==> src/rtl/axi_beat_sequencer.sv <==
// ============================================================================
//  Module   : axi_beat_sequencer
//  Brief    : Round-robin AR/AW burst sequencer driving one shared beat channel
//  Revision : 1.0
// ============================================================================
`default_nettype none

module axi_beat_sequencer #(
  parameter int ADDR_W  = 5,
  parameter int COUNT_W = 10,
  parameter int ID_W    = 6
) (
  input  logic               CLK,
  input  logic               RST,
  input  logic               rreq__ENA,
  input  logic [ADDR_W-1:0]  rreq_addr,
  input  logic [COUNT_W-1:0] rreq_count,
  input  logic [ID_W-1:0]    rreq_id,
  output logic               rreq__RDY,
  input  logic               wreq__ENA,
  input  logic [ADDR_W-1:0]  wreq_addr,
  input  logic [COUNT_W-1:0] wreq_count,
  input  logic [ID_W-1:0]    wreq_id,
  output logic               wreq__RDY,
  input  logic               wdata__ENA,
  input  logic [31:0]        wdata_data,
  output logic               wdata__RDY,
  output logic               beat__ENA,
  output logic               beat_write,
  output logic [ADDR_W-1:0]  beat_addr,
  output logic [ID_W-1:0]    beat_id,
  output logic               beat_first,
  output logic               beat_last,
  output logic [31:0]        beat_data,
  input  logic               beat__RDY,
  output logic               done__ENA,
  output logic [ID_W-1:0]    done_id,
  input  logic               done__RDY
);

  typedef enum logic [1:0] {
    IDLE   = 2'd0,
    RBURST = 2'd1,
    WBURST = 2'd2
  } state_t;

  localparam logic [COUNT_W-3:0] c_ONE_BEAT = 1;
  localparam logic [ADDR_W-1:0]  c_ADDR_INC = 1;

  state_t             r_state_q,     w_state_d;
  logic               r_last_wr_q,   w_last_wr_d;
  logic               r_done_pend_q, w_done_pend_d;
  logic [ID_W-1:0]    r_done_id_q,   w_done_id_d;
  logic [ADDR_W-1:0]  r_addr_q,      w_addr_d;
  logic [ID_W-1:0]    r_id_q,        w_id_d;
  logic [COUNT_W-3:0] r_rem_q,       w_rem_d;
  logic               r_first_q,     w_first_d;

  logic               w_wr_elig;
  logic               w_grant_rd;
  logic               w_grant_wr;
  logic               w_beat_fire;
  logic [COUNT_W-3:0] w_rd_beats;
  logic [COUNT_W-3:0] w_wr_beats;
  logic               w_unused_count_lsbs;

  // Sub-word byte counts are rounded down; a zero word count still moves one beat.
  assign w_rd_beats = (rreq_count[COUNT_W-1:2] == '0) ? c_ONE_BEAT : rreq_count[COUNT_W-1:2];
  assign w_wr_beats = (wreq_count[COUNT_W-1:2] == '0) ? c_ONE_BEAT : wreq_count[COUNT_W-1:2];
  assign w_unused_count_lsbs = ^{rreq_count[1:0], wreq_count[1:0]};

  assign w_wr_elig  = wreq__ENA & ~r_done_pend_q;
  assign w_grant_rd = rreq__ENA & (~w_wr_elig | r_last_wr_q);
  assign w_grant_wr = w_wr_elig & ~w_grant_rd;

  always_comb begin
    w_state_d     = r_state_q;
    w_last_wr_d   = r_last_wr_q;
    w_done_pend_d = r_done_pend_q;
    w_done_id_d   = r_done_id_q;
    w_addr_d      = r_addr_q;
    w_id_d        = r_id_q;
    w_rem_d       = r_rem_q;
    w_first_d     = r_first_q;
    w_beat_fire   = 1'b0;
    rreq__RDY     = 1'b0;
    wreq__RDY     = 1'b0;
    wdata__RDY    = 1'b0;
    beat__ENA     = 1'b0;
    beat_write    = 1'b0;
    beat_addr     = '0;
    beat_id       = '0;
    beat_first    = 1'b0;
    beat_last     = 1'b0;
    beat_data     = '0;
    done__ENA     = r_done_pend_q;
    done_id       = r_done_pend_q ? r_done_id_q : '0;

    if (r_done_pend_q && done__RDY) begin
      w_done_pend_d = 1'b0;
    end

    case (r_state_q)
      IDLE: begin
        rreq__RDY = w_grant_rd;
        wreq__RDY = w_grant_wr;
        if (w_grant_rd) begin
          w_addr_d    = rreq_addr;
          w_id_d      = rreq_id;
          w_rem_d     = w_rd_beats;
          w_first_d   = 1'b1;
          w_last_wr_d = 1'b0;
          w_state_d   = RBURST;
        end else if (w_grant_wr) begin
          w_addr_d    = wreq_addr;
          w_id_d      = wreq_id;
          w_rem_d     = w_wr_beats;
          w_first_d   = 1'b1;
          w_last_wr_d = 1'b1;
          w_state_d   = WBURST;
        end
      end
      RBURST: begin
        beat__ENA   = 1'b1;
        w_beat_fire = beat__RDY;
      end
      WBURST: begin
        beat__ENA   = wdata__ENA;
        beat_write  = 1'b1;
        beat_data   = wdata_data;
        wdata__RDY  = beat__RDY;
        w_beat_fire = wdata__ENA & beat__RDY;
      end
      default: w_state_d = IDLE;
    endcase

    if (r_state_q == RBURST || r_state_q == WBURST) begin
      beat_addr  = r_addr_q;
      beat_id    = r_id_q;
      beat_first = r_first_q;
      beat_last  = (r_rem_q == c_ONE_BEAT);
    end

    if (w_beat_fire) begin
      w_addr_d  = r_addr_q + c_ADDR_INC;
      w_rem_d   = r_rem_q - c_ONE_BEAT;
      w_first_d = 1'b0;
      if (r_rem_q == c_ONE_BEAT) begin
        w_state_d = IDLE;
        if (r_state_q == WBURST) begin
          w_done_pend_d = 1'b1;
          w_done_id_d   = r_id_q;
        end
      end
    end
  end

  always_ff @(posedge CLK) begin
    if (RST) begin
      r_state_q     <= IDLE;
      r_last_wr_q   <= 1'b1;
      r_done_pend_q <= 1'b0;
      r_done_id_q   <= '0;
      r_addr_q      <= '0;
      r_id_q        <= '0;
      r_rem_q       <= '0;
      r_first_q     <= 1'b0;
    end else begin
      r_state_q     <= w_state_d;
      r_last_wr_q   <= w_last_wr_d;
      r_done_pend_q <= w_done_pend_d;
      r_done_id_q   <= w_done_id_d;
      r_addr_q      <= w_addr_d;
      r_id_q        <= w_id_d;
      r_rem_q       <= w_rem_d;
      r_first_q     <= w_first_d;
    end
  end

endmodule

`default_nettype wire
==> config.mk <==
export PLATFORM = sky130hd
export DESIGN_NAME = axi_beat_sequencer
export DESIGN_NICKNAME = d
export VERILOG_FILES = /design/src/rtl/axi_beat_sequencer.sv
export SDC_FILE = /design/constraint.sdc
export NUM_CORES = 1
export LEC_CHECK = 0
export BUFFER_PORTS_ARGS = -buffer_cell sky130_fd_sc_hd__clkbuf_2
export CORE_MARGIN = 2
export CORE_UTILIZATION = 46
export DETAILED_ROUTE_END_ITERATION = 16
export PLACE_DENSITY_LB_ADDON = 0.05
export SYNTH_ARGS = -nofsm -noshare
export SYNTH_HDL_FRONTEND = slang
export SYNTH_SLANG_ARGS = --single-unit
==> constraint.sdc <==
create_clock -name CLK -period 4.1 [get_ports CLK]
set_input_delay 0.205 -clock CLK [delete_from_list [all_inputs] [get_ports CLK]]
set_output_delay 0.205 -clock CLK [all_outputs]
set_load 0.01 [all_outputs]
# [Yosys cells after proc, flatten, opt, wreduce, memory -nomap -nowiden]
# Index checks and enable logic that the tools add are counted.
[classes] n_addsub=2 n_eq_ne=3 n_mux=36 bitwise_logic=8 reduce_logical=13
[op_table] cell="$mux 8" n=6
[op_table] cell="$mux 32" n=1
[op_table] cell="$mux 5" n=5
[op_table] cell="$mux 6" n=4
[op_table] cell="$logic_not 8->1" n=2
[op_table] cell="$mux 1" n=13
[op_table] cell="$eq 8x1->1 const B" n=1
[op_table] cell="$mux 2" n=4
[op_table] cell="$sub 8x1->8 const B" n=1
[op_table] cell="$add 5x1->5 const B" n=1
[op_table] cell="$and 1x1->1" n=4
[op_table] cell="$pmux 1 s2" n=2
[op_table] cell="$pmux 2 s2" n=1
[op_table] cell="$reduce_and 2->1" n=2
[op_table] cell="$reduce_bool 2->1" n=2
[op_table] cell="$reduce_or 2->1" n=2
[op_table] cell="$not 1->1" n=3
[op_table] cell="$reduce_and 3->1" n=1
[op_table] cell="$reduce_bool 3->1" n=1
[op_table] cell="$eq 2x1->1 const B" n=1
[op_table] cell="$eq 2x2->1 const B" n=1
[op_table] cell="$logic_not 2->1" n=1
[op_table] cell="$logic_and 1x1->1" n=1
[op_table] cell="$logic_or 1x1->1" n=1
[op_table] cell="$or 1x1->1" n=1
[word_totals] register_bits=30 input_bits=81 output_inout_bits=57

# [Depth between registers and ports, before layout]
# Gate-level depths: netlist of the first run.
[logic_depth] word_depth=12 ltp_mapped=7

# [Least setup slack after synthesis of the first run]
# OpenSTA, ideal clock, no wires.
[synth_timing] path_type="register -> register" start="register r_state_q[0]" end="register r_rem_q[4]" arrival_ns=1.624 required_ns=3.981 setup_slack_ns=2.357 stages_incl_launch_ff=7 synth_period_minus_slack_ns=1.743 path_cell_list="dfxtp_1 inv_1 ha_1 a21oi_4 nor2_1 mux2_2 o221a_2"
[synth_between] elab_chain_len=4 word_cells_on_any_way=8
[synth_lines] item="from (decl)" line="50" rtl="state_t r_state_q, w_state_d;"
[synth_lines] item="from (signal assigned)" line="169" rtl="r_state_q <= w_state_d;"
[synth_lines] item="$eq 2x2->1 / $eq 2x1->1 (equally long branches)" line="103" rtl="case (r_state_q)"
[synth_lines] item="$pmux 1 s2" line="103"
[synth_lines] item="$reduce_bool 3->1 (no source line) / $reduce_bool 2->1 (equally long branches)"
[synth_lines] item="$reduce_and 2->1 (no source line)"
[synth_lines] item="to (signal assigned)" line="175" rtl="r_rem_q <= w_rem_d;"
[synth_lines] item="to (decl)" line="56" rtl="logic [COUNT_W-3:0] r_rem_q, w_rem_d;"
# Several ways; a longest one is shown, not always the timed one.
# A chain may end at the register's enable or synchronous reset.

# [Worst setup path in the final report of the first run]
# Same ends and word-level chain as after synthesis.

==> summary.txt, run 1 <==
Timing
  – Fmax: between 400 and 500 MHz
  – Final setup vio count: 0
  – Fin. max-slew vios: 0
  – Slew @ Worst Pin: between 0.6 and 0.7 ns
  – Fin crit share: 0.5652
  – Tmin final: ~2.3 ns
  – Final count of hold timing violations: 0
  – Total negative slack: 0 ns
  – Clock Skews: about 0.0041 ns
  – Relative slew margins: 0.5407
  – Setup slack after layout: ~1.8 ns
  – RSZ-0062 raised after global routing: no

Finish
  – NumNets Final: between 400 and 500
  – Most common cell after layout, fill and taps aside: clkbuf_2
  – Area growth syn-to-layout: 32.95%
  – FILL cells: 458
  – Most frequent cells in the layout: clkbuf_2 (133), and2_1 (53), dfxtp_1 (30)
  – Antenna Cells: 0
  – Share of layout cells above drive strength 1: 0.3935
  – Final cell count without fillers: approximately 450

Power
  – Leak: approximately 1.4 nW
  – Cell Pwr Density: 322.8 nW/um^2
  – Flop pwr share: 0.385
  – Switching Fraction: 0.3665
  – Clock share of power: 0.243
  – Combinational share of power: 0.372
  – Int Pwr: 0.5937 mW
  – VDD IR max: around 160 uV
  – NetSw: 0.3435 mW

Clock network
  – CTS clock-pin slew for the worst setup and hold paths: 0.06 ns
  – Cts bufs inserted: 5
  – Hold_buf cts: 0
  – Clock insertion delay at the later pin of the skew report: 0.29 ns
  – Maximum clock path buffer count: 2
  – Post CTS Setup Buffer Count: 0
  – Cts repair resizes: 0
  – Htree depth: 2
  – Clock sink count: 30
  – CTS tree: yes
  – Root Buffer Master: clkbuf_8

Detailed routing
  – Final WL: around 6400 um
  – Routed WL per cell: ~14 um
  – Detailed-route DRC error count: 0
  – Via density: around 5.5
  – Vias: approximately 2500
  – Final ANT Viol Nets: 0
  – DR iter-0 viols: 94
  – First-pass DRT Iterations: 4

Run status
  – Run status: finished, final reports clean

Floorplanning
  – Die area: roughly 5300 sq um
  – Die H: ~73 um
  – # rows: 25
  – Initial core utilization: 0.4685
  – Chip width: roughly 73 um
  – Core ar.: 4661 sq um
  – IO Pins: roughly 140

Setup path
  – Element type at the critical path end: flip-flop
  – Critical path cell sequence: inv_1 -> ha_1 -> nand2_1 -> nor2_1 -> buf_4 -> mux2_2 -> o221a_2
  – Critical path required time: ~4.3 ns
  – CP max stage delay: 0.56 ns
  – Critical path's slowest cell: ha_1
  – Crit path arrival time: around 2.5 ns
  – Startpoint types: flip-flop
  – Setup CP Type: reg -> reg
  – Critical Path Fanout Max: 16

Yosys
  – Primary FF master, synth: dfxtp_1
  – Library cells used by synthesis: ~50
  – Synthesis Warnings: 0
  – Post-synth EDFFs: 0
  – Syn nets: 362
  – Mapped Cells: between 200 and 300
  – Synthesized area: 2183 sq um
  – Synthesis-stage register bit count: 30
  – Synth async-reset ratio: 0
  – Post-Syn Area per Cell: about 7.9 sq um
  – Sequential fraction of the synthesis area: 0.2751

Global routing
  – Vias in the first global route: approximately 2200
  – Total track usage: 0.2406
  – Initial antenna violation count: 0
  – Largest net degree at the start of global routing: 33
  – First-pass GRT wire length: between 10000 and 15000 um
  – GR Overflow Total: 0

Placement
  – Post-place setup slack: 1.790 ns
  – Port Buf Inserts: ~130
  – GP Congestion: 0.7487
  – Hpwl dp: between 4000 and 5000 um
  – Placed cells: ~450

Run
  – Max-cap viol count: 0

Hold path
  – Hold WC Path Type: in -> reg
power groups by stage:
stage	Combinational (mW)	Clock (mW)	Sequential [mW]
after floorplan	0.241	0	0.357
after global placement	0.344	0	0.366
after detailed placement	0.348	0	0.366
after CTS	0.349	0.229	0.360
after global routing	0.389	0.239	0.366
final	0.349	0.228	0.361
worst max-delay path: cells and delay by family, from the launching register on:
kind	cells	cell delay [ns]
AO/OA/AOI/OAI	1	0.23
adder cells (fa/ha/maj)	1	0.56
buffers and inverters	2	0.31
flip-flops	1	0.37
multiplexers	1	0.35
AND/OR/NAND/NOR	2	0.38
area by class of cell:
type / instances / area [sq um] / share of cell area
tap: 54 / 67.56 / 0.02328
clock buffer: 5 / 68.82 / 0.02371
clock inverter: 2 / 10.01 / 0.003448
timing repair buffer: 135 / 680.7 / 0.2345
multi-input combinational: 219 / 1445 / 0.4978
inverter: 8 / 30.03 / 0.01034
sequential: 30 / 600.6 / 0.2069
kinds of logic (layout without fill, tap and decap cells):
kind of cell	Yosys count	in the layout	share of synthesized area
DFF	30	30	0.2751
muxes	6	6	0.02980
AOI/OAI and AO/OA	66	66	0.2275
xor gates and xnor gates	2	2	0.008024
and+or+nand+nor	139	139	0.3622
buffers and inverters	26	150	0.06304
adders and majority gates	6	6	0.03438
stage by stage:
step                utilization  hold slack (ns)  power (mW)  cell area [sq um]
finish                   0.6228           0.1640      0.9372               2903
floorplan                     -           0.3675      0.5980               2183
detailed placement       0.6059           0.4621      0.7141               2824
CTS                      0.6228           0.1599      0.9388               2903
global route             0.6228           0.1800      0.9940               2903
global placement         0.6059           0.4628      0.7098               2824
metal layers:
metal | routed length [um] | up-vias | GRT usage
li1 | - | 1249 | -
met4 | 81 | 0 | 0.07819
met1 | 2718 | 1124 | 0.2959
met2 | 3065 | 112 | 0.4212
met5 | 0 | - | 0
met3 | 520 | 8 | 0.04558
Yosys cell counts (3+ instances only):
cell	count	area [sq um]
nand2_1	15	56.30
clkbuf_1	10	37.54
and3_1	10	62.56
nor3_1	7	35.03
ha_1	6	75.07
mux2_2	4	45.04
nor4_1	4	25.02
o21ai_0	9	45.04
a311oi_1	7	61.31
a21boi_0	5	37.54
a31oi_1	7	43.79
o21ai_1	5	25.02
inv_1	8	30.03
dfxtp_1	30	600.6
buf_2	4	20.02
a21oi_1	12	60.06
and2_1	53	331.6
nand3_1	22	110.1
or3_1	3	18.77
nor2_1	12	45.04
registers in the layout, summed over array words and instances, names as in the netlist:
| register | count |
|---|---|
| r_last_wr_q | 1 |
| r_id_q | 6 |
| r_rem_q | 8 |
| r_addr_q | 5 |
| r_state_q | 2 |
| r_done_id_q | 6 |
| r_first_q | 1 |
| done__ENA | 1 |
path summary, 6_finish.rpt:
kind,from,end,slack [ns],depth (start not counted)
min,wreq_id[5],r_id_q[5],0.16,3
min reg2reg,r_id_q[5],r_done_id_q[5],0.48,2
max reg2reg,r_state_q[0],r_rem_q[4],1.78,7
max,r_state_q[0],r_rem_q[4],1.78,7
No activity file was read; power rests on OpenSTA's default activity.
==> run 2: changes to the inputs <==
--- a/config.mk
+++ b/config.mk
@@ -7,7 +7,7 @@
 export LEC_CHECK = 0
 export BUFFER_PORTS_ARGS = -buffer_cell sky130_fd_sc_hd__clkbuf_2
 export CORE_MARGIN = 2
-export CORE_UTILIZATION = 46
+export CORE_UTILIZATION = 43
 export DETAILED_ROUTE_END_ITERATION = 16
 export PLACE_DENSITY_LB_ADDON = 0.05
 export SYNTH_ARGS = -nofsm -noshare
==> constraint.sdc (replaced) <==
create_clock -name CLK -period 2.4 [get_ports CLK]
set_input_delay 0.12 -clock CLK [delete_from_list [all_inputs] [get_ports CLK]]
set_output_delay 0.12 -clock CLK [all_outputs]
set_load 0.01 [all_outputs]
==> run 2 against run 1 <==
- flip-flop and latch count unchanged
- clock power increased by 83%
- critical path depth decreased by 1
- combinational power increased by 72%
- worst hold slack got worse by 0.076 ns
- highest routed layer unchanged
- largest power group unchanged
- first-iteration DRC count increased by 56%
- maximum frequency increased by 10%
- cell area increased by 1.8%
- sequential power increased by 71%
- core utilization decreased by 0.96 points
- die area increased by 6.6%
- setup slack got worse by 1.5 ns
==> summary.txt, run 2 (same netlist as run 1, synthesis figures left out) <==
Finish
  – Most frequent cells in the layout: clkbuf_2 (133), and2_1 (53), dfxtp_1 (30)
  – Max FFs per register: 8
  – Share of layout cells above drive strength 1: 0.3970
  – Antenna Cells: 0
  – Largest registers: r_rem_q (8), r_done_id_q (6), r_id_q (6)
  – NumNets Final: a little under 500
  – Most common cell after layout, fill and taps aside: clkbuf_2
  – Register with the most flip-flops: r_rem_q
  – Area growth syn-to-layout: 35.30%
  – Final cell count without fillers: 470

Power
  – VDD IR max: between 300 and 400 uV
  – NetSw: slightly below 0.6 mW
  – Leak: about 1.5 nW
  – Flop pwr share: 0.378
  – Combinational share of power: 0.368
  – Final Power: ~1.6 mW
  – Clock share of power: 0.255
  – Switching Fraction: 0.3552
  – Int Pwr: roughly 1.1 mW
  – Cell Pwr Density: between 500 and 600 nW/um^2

Clock network
  – Post CTS Setup Buffer Count: 0
  – Cts repair resizes: 0
  – Hold_buf cts: 0
  – Htree depth: 2
  – Maximum clock path buffer count: 2
  – CTS clock-pin slew for the worst setup and hold paths: ~0.06 ns
  – CTS tree: yes
  – Clock insertion delay at the later pin of the skew report: between 0.2 and 0.3 ns
  – Root Buffer Master: clkbuf_8
  – Clock sink count: 30
  – Cts bufs inserted: 5

Timing
  – Fin crit share: 0.8739
  – Slew @ Worst Pin: between 0.6 and 0.7 ns
  – Total negative slack: 0 ns
  – Fin. max-slew vios: 0
  – RSZ-0062 raised after global routing: no
  – Final setup vio count: 0
  – Fmax: 476.8 MHz
  – Final count of hold timing violations: 0
  – Relative slew margins: 0.5561
  – Clock Skews: around 0.0024 ns
  – Tmin final: roughly 2.1 ns
  – Hold_ws: 0.08813 ns

Detailed routing
  – First-pass DRT Iterations: 4
  – Final ANT Viol Nets: 0
  – Routed WL per cell: around 14 um
  – Via density: between 5 and 6
  – Final WL: around 6700 um
  – Detailed-route DRC error count: 0
  – DR iter-0 viols: between 100 and 150
  – Vias: roughly 2500

Setup path
  – Critical path cell sequence: inv_1 -> ha_1 -> nand2_1 -> nor2_1 -> mux2_2 -> o221a_2
  – Critical path required time: roughly 2.6 ns
  – Crit path arrival time: approximately 2.3 ns
  – Critical Path Fanout Max: 7
  – Startpoint types: flip-flop
  – Setup CP Type: reg -> reg
  – Setup slack, reg-to-reg: ~0.30 ns
  – CP max stage delay: 0.45 ns
  – Reg2reg path depth: 6
  – End of the worst register-to-register path: r_rem_q[4]
  – Worst R2R Start: r_state_q[0]
  – Critical path's slowest cell: nor2_1
  – Element type at the critical path end: flip-flop

Floorplanning
  – IO Pins: roughly 140
  – Initial core utilization: 0.4532
  – Die H: around 75 um
  – # rows: 25
  – Chip width: 75.26 um
  – Core ar.: 4817 sq um
  – Die area: 5663 sq um

Global routing
  – First-pass GRT wire length: 9998 um
  – Largest net degree at the start of global routing: 32
  – GR Overflow Total: 0
  – Initial antenna violation count: 0
  – Vias in the first global route: 2105
  – Total track usage: 0.2344

Placement
  – GP Congestion: ~0.82
  – Hpwl dp: approximately 5300 um
  – Placed cells: 462
  – Port Buf Inserts: between 100 and 150

Hold path
  – Hold depth: 3
  – Hold WC Path Type: in -> reg
  – Hold Crit Start: wreq_id[1]
  – Hold endpoint: r_id_q[1]

Run status
  – Run status: finished, final reports clean

Run
  – Max-cap viol count: 0
run 2: cell count changes in the layout (fill, tap and decap cells not counted):
cell | previous run | this run
buf_4 | 2 | 5
clkbuf_1 | 0 | 1
clkbuf_8 | 5 | 6
clkinv_2 | 2 | 1
run 2: how the worst max path moves through the flow:
stage	start	endpoint	slack, ns	depth (start not counted)
floorplan	r_state_q[0]	r_rem_q[4]	0.66	6
global placement	r_state_q[0]	r_rem_q[4]	0.37	6
detailed placement	r_state_q[0]	r_rem_q[4]	0.32	6
CTS	r_state_q[0]	r_rem_q[4]	0.31	6
global route	r_state_q[0]	r_rem_q[4]	0.18	6
finish	r_state_q[0]	r_rem_q[4]	0.30	6
run 2: layout make-up:
cell class,instances,area (sq um)
sequential,30,600.6
clock buffer,7,86.33
clock inverter,1,5.005
timing repair buffer,138,703.2
fill,502,1863
multi-input combinational,219,1445
tap,67,83.83
inverter,8,30.03
run 2: metal layers:
| metal | up-vias | part of all wire | GRT usage |
|---|---|---|---|
| li1 | 1252 | - | - |
| met1 | 1126 | 0.42 | 0.2966 |
| met2 | 109 | 0.49 | 0.4006 |
| met3 | 9 | 0.079 | 0.04953 |
| met4 | 0 | 0.012 | 0.07212 |
| met5 | - | 0 | 0 |
run 2: power by group through the flow:
stage / clock [mW] / combinational (mW) / sequential [mW]
floorplan: 0 / 0.412 / 0.610
global placement: 0 / 0.599 / 0.626
detailed placement: 0 / 0.605 / 0.628
CTS: 0.428 / 0.607 / 0.617
global route: 0.451 / 0.680 / 0.626
finish: 0.418 / 0.602 / 0.619
run 2: stage by stage:
stage | setup WS (ns) | util | area (sq um)
2_1_floorplan | 0.6570 | - | 2183
3_3_place_gp | 0.3738 | 0.5943 | 2863
3_5_place_dp | 0.3153 | 0.5943 | 2863
4_1_cts | 0.3103 | 0.6132 | 2954
5_1_grt | 0.1846 | 0.6132 | 2954
6_report | 0.3027 | 0.6132 | 2954
run 2: worst max-delay path: cells and delay by family (launching register included):
family,cells,cell delay [ns]
adder cells (fa/ha/maj),1,0.31
AO/OA/AOI/OAI,1,0.23
multiplexers,1,0.40
flip-flops,1,0.36
buffers and inverters,1,0.10
AND/OR/NAND/NOR,2,0.60
==> run 3: changes to the inputs <==
--- a/config.mk
+++ b/config.mk
@@ -9,6 +9,7 @@
 export CORE_MARGIN = 2
 export CORE_UTILIZATION = 43
 export DETAILED_ROUTE_END_ITERATION = 16
+export MAX_ROUTING_LAYER = met4
 export PLACE_DENSITY_LB_ADDON = 0.05
 export SYNTH_ARGS = -nofsm -noshare
 export SYNTH_HDL_FRONTEND = slang
==> run 3 against run 2 <==
- via count grew 0.48%
- highest routed layer unchanged
- routed wire length shrank 0.35%
- largest cell class unchanged
- first-iteration DRC count grew 8.2%
- combinational power is essentially flat
- critical path type unchanged
==> summary.txt, run 3 (same netlist as run 1, synthesis figures left out) <==
Setup path
  – Startpoint types: flip-flop
  – Critical path cell sequence: inv_1 -> ha_1 -> nand2_1 -> nor2_1 -> mux2_2 -> o221a_2
  – Critical path's slowest cell: nor2_1
  – Crit path arrival time: between 2 and 2.5 ns
  – Element type at the critical path end: flip-flop
  – Setup CP Type: reg -> reg
  – Worst Path Buf+Inv: 1
  – Critical Path Fanout Max: 7
  – Top delay family on crit path: simple AND/OR/NAND/NOR gates
  – CP max stage delay: ~0.43 ns
  – Critical path required time: roughly 2.6 ns

Finish
  – Area growth syn-to-layout: 35.30%
  – Register area: 600.6 sq um
  – NumNets Final: approximately 490
  – Post-route cell area: 2954 sq um
  – Largest registers: r_rem_q (8), r_done_id_q (6), r_id_q (6)
  – Max FFs per register: 8
  – Final cell count without fillers: 470
  – Share of layout cells above drive strength 1: 0.3970
  – Most common cell after layout, fill and taps aside: clkbuf_2
  – Register with the most flip-flops: r_rem_q
  – Most frequent cells in the layout: clkbuf_2 (133), and2_1 (53), dfxtp_1 (30)
  – Multi-input gate area: roughly 1400 sq um
  – FILL cells: 502
  – Antenna Cells: 0

Placement
  – GP Congestion: roughly 0.84
  – Hpwl dp: 5342 um
  – DP Area: ~2900 sq um
  – Port Buf Inserts: roughly 130
  – Post-place setup slack: around 0.32 ns
  – Placed cells: 462

Clock network
  – Cts bufs inserted: 5
  – Cts repair resizes: 0
  – Clock insertion delay at the later pin of the skew report: roughly 0.28 ns
  – CTS tree: yes
  – Post CTS Setup Buffer Count: 0
  – Htree depth: 2
  – CTS clock-pin slew for the worst setup and hold paths: around 0.060 ns
  – Root Buffer Master: clkbuf_8
  – Clock sink count: 30
  – Maximum clock path buffer count: 2
  – Hold_buf cts: 0

Global routing
  – Total track usage: 0.2416
  – GR peak layer: met2
  – GR Util met1: 0.2974
  – Met3 Use GR: 0.04953
  – Initial antenna violation count: 0
  – First-pass GRT wire length: about 10000 um
  – Vias in the first global route: 2104
  – Largest net degree at the start of global routing: 32
  – GR Overflow Total: 0
  – Met2 usage in global routing: 0.3996

Floorplanning
  – Core ar.: a little under 5000 sq um
  – Chip width: 75.26 um
  – Die area: roughly 5700 sq um
  – IO Pins: ~140
  – # rows: 25
  – Initial core utilization: 0.4532
  – Die H: 75.26 um

Detailed routing
  – Via density: 5.336
  – Final ANT Viol Nets: 0
  – Vias: roughly 2500
  – Routed WL per cell: between 10 and 15 um
  – DR iter-0 viols: 159
  – Detailed-route DRC error count: 0
  – Final WL: about 6600 um
  – First-pass DRT Iterations: 4

Timing
  – Setup slack after layout: 0.3213 ns
  – Fin. max-slew vios: 0
  – RSZ-0062 raised after global routing: no
  – Total negative slack: 0 ns
  – Clock Skews: 0.003055 ns
  – Fin crit share: 0.8661
  – Slew @ Worst Pin: about 0.66 ns
  – Final count of hold timing violations: 0
  – Final setup vio count: 0
  – Tmin final: 2.079 ns
  – Relative slew margins: 0.5570
  – Fmax: 481.1 MHz

Hold path
  – Hold WC Path Type: in -> reg

Run status
  – Run status: finished, final reports clean

Power
  – Cell Pwr Density: 555.2 nW/um^2
  – Leak: 1.466 nW
  – VDD IR max: ~350 uV

Run
  – Max-cap viol count: 0
-- run 3: cell counts in the layout (fill, tap and decap cells not counted) --
No cell type changed its count.
-- run 3: worst paths after layout --
check | from | to | slack [ns] | cells past startpoint
setup / recovery | r_state_q[0] | r_rem_q[4] | 0.32 | 6
hold / removal | wreq_id[1] | r_id_q[1] | 0.09 | 3
setup reg to reg | r_state_q[0] | r_rem_q[4] | 0.32 | 6
hold reg to reg | r_done_id_q[2] | r_done_id_q[2] | 0.48 | 2
-- run 3: layer usage --
layer,up-vias,share of wire
met3,11,0.080
met4,0,0.015
met1,1135,0.42
li1,1254,-
met2,108,0.49
met5,-,0
-- run 3: stage by stage --
stage | power (mW) | util | hold slack [ns]
after floorplan | 1.022 | - | 0.2825
after global placement | 1.225 | 0.5943 | 0.3764
after detailed placement | 1.234 | 0.5943 | 0.3818
after CTS | 1.652 | 0.6132 | 0.08602
after global routing | 1.758 | 0.6132 | 0.09927
final | 1.640 | 0.6132 | 0.08784
-- run 3: cell type report --
type | instances | area share
clock buffer | 7 | 0.02922
clock inverter | 1 | 0.001694
inverter | 8 | 0.01017
multi-input combinational | 219 | 0.4892
sequential | 30 | 0.2033
tap | 67 | 0.02838
timing repair buffer | 138 | 0.2380
-- run 3: worst register-to-register path: stages, from the launching register on --
cell	delay [ns]
dfxtp_1	0.36
inv_1	0.10
ha_1	0.30
nand2_1	0.15
nor2_1	0.43
mux2_2	0.39
o221a_2	0.23
-- run 3: power breakdown --
group          switching, mW  internal [mW]  total, mW  leakage (nW)
combinational          0.335          0.266      0.602          1.17
clock                  0.188          0.231      0.419        0.0482
sequential            0.0598          0.560      0.619         0.247
total                  0.583           1.06       1.64          1.47
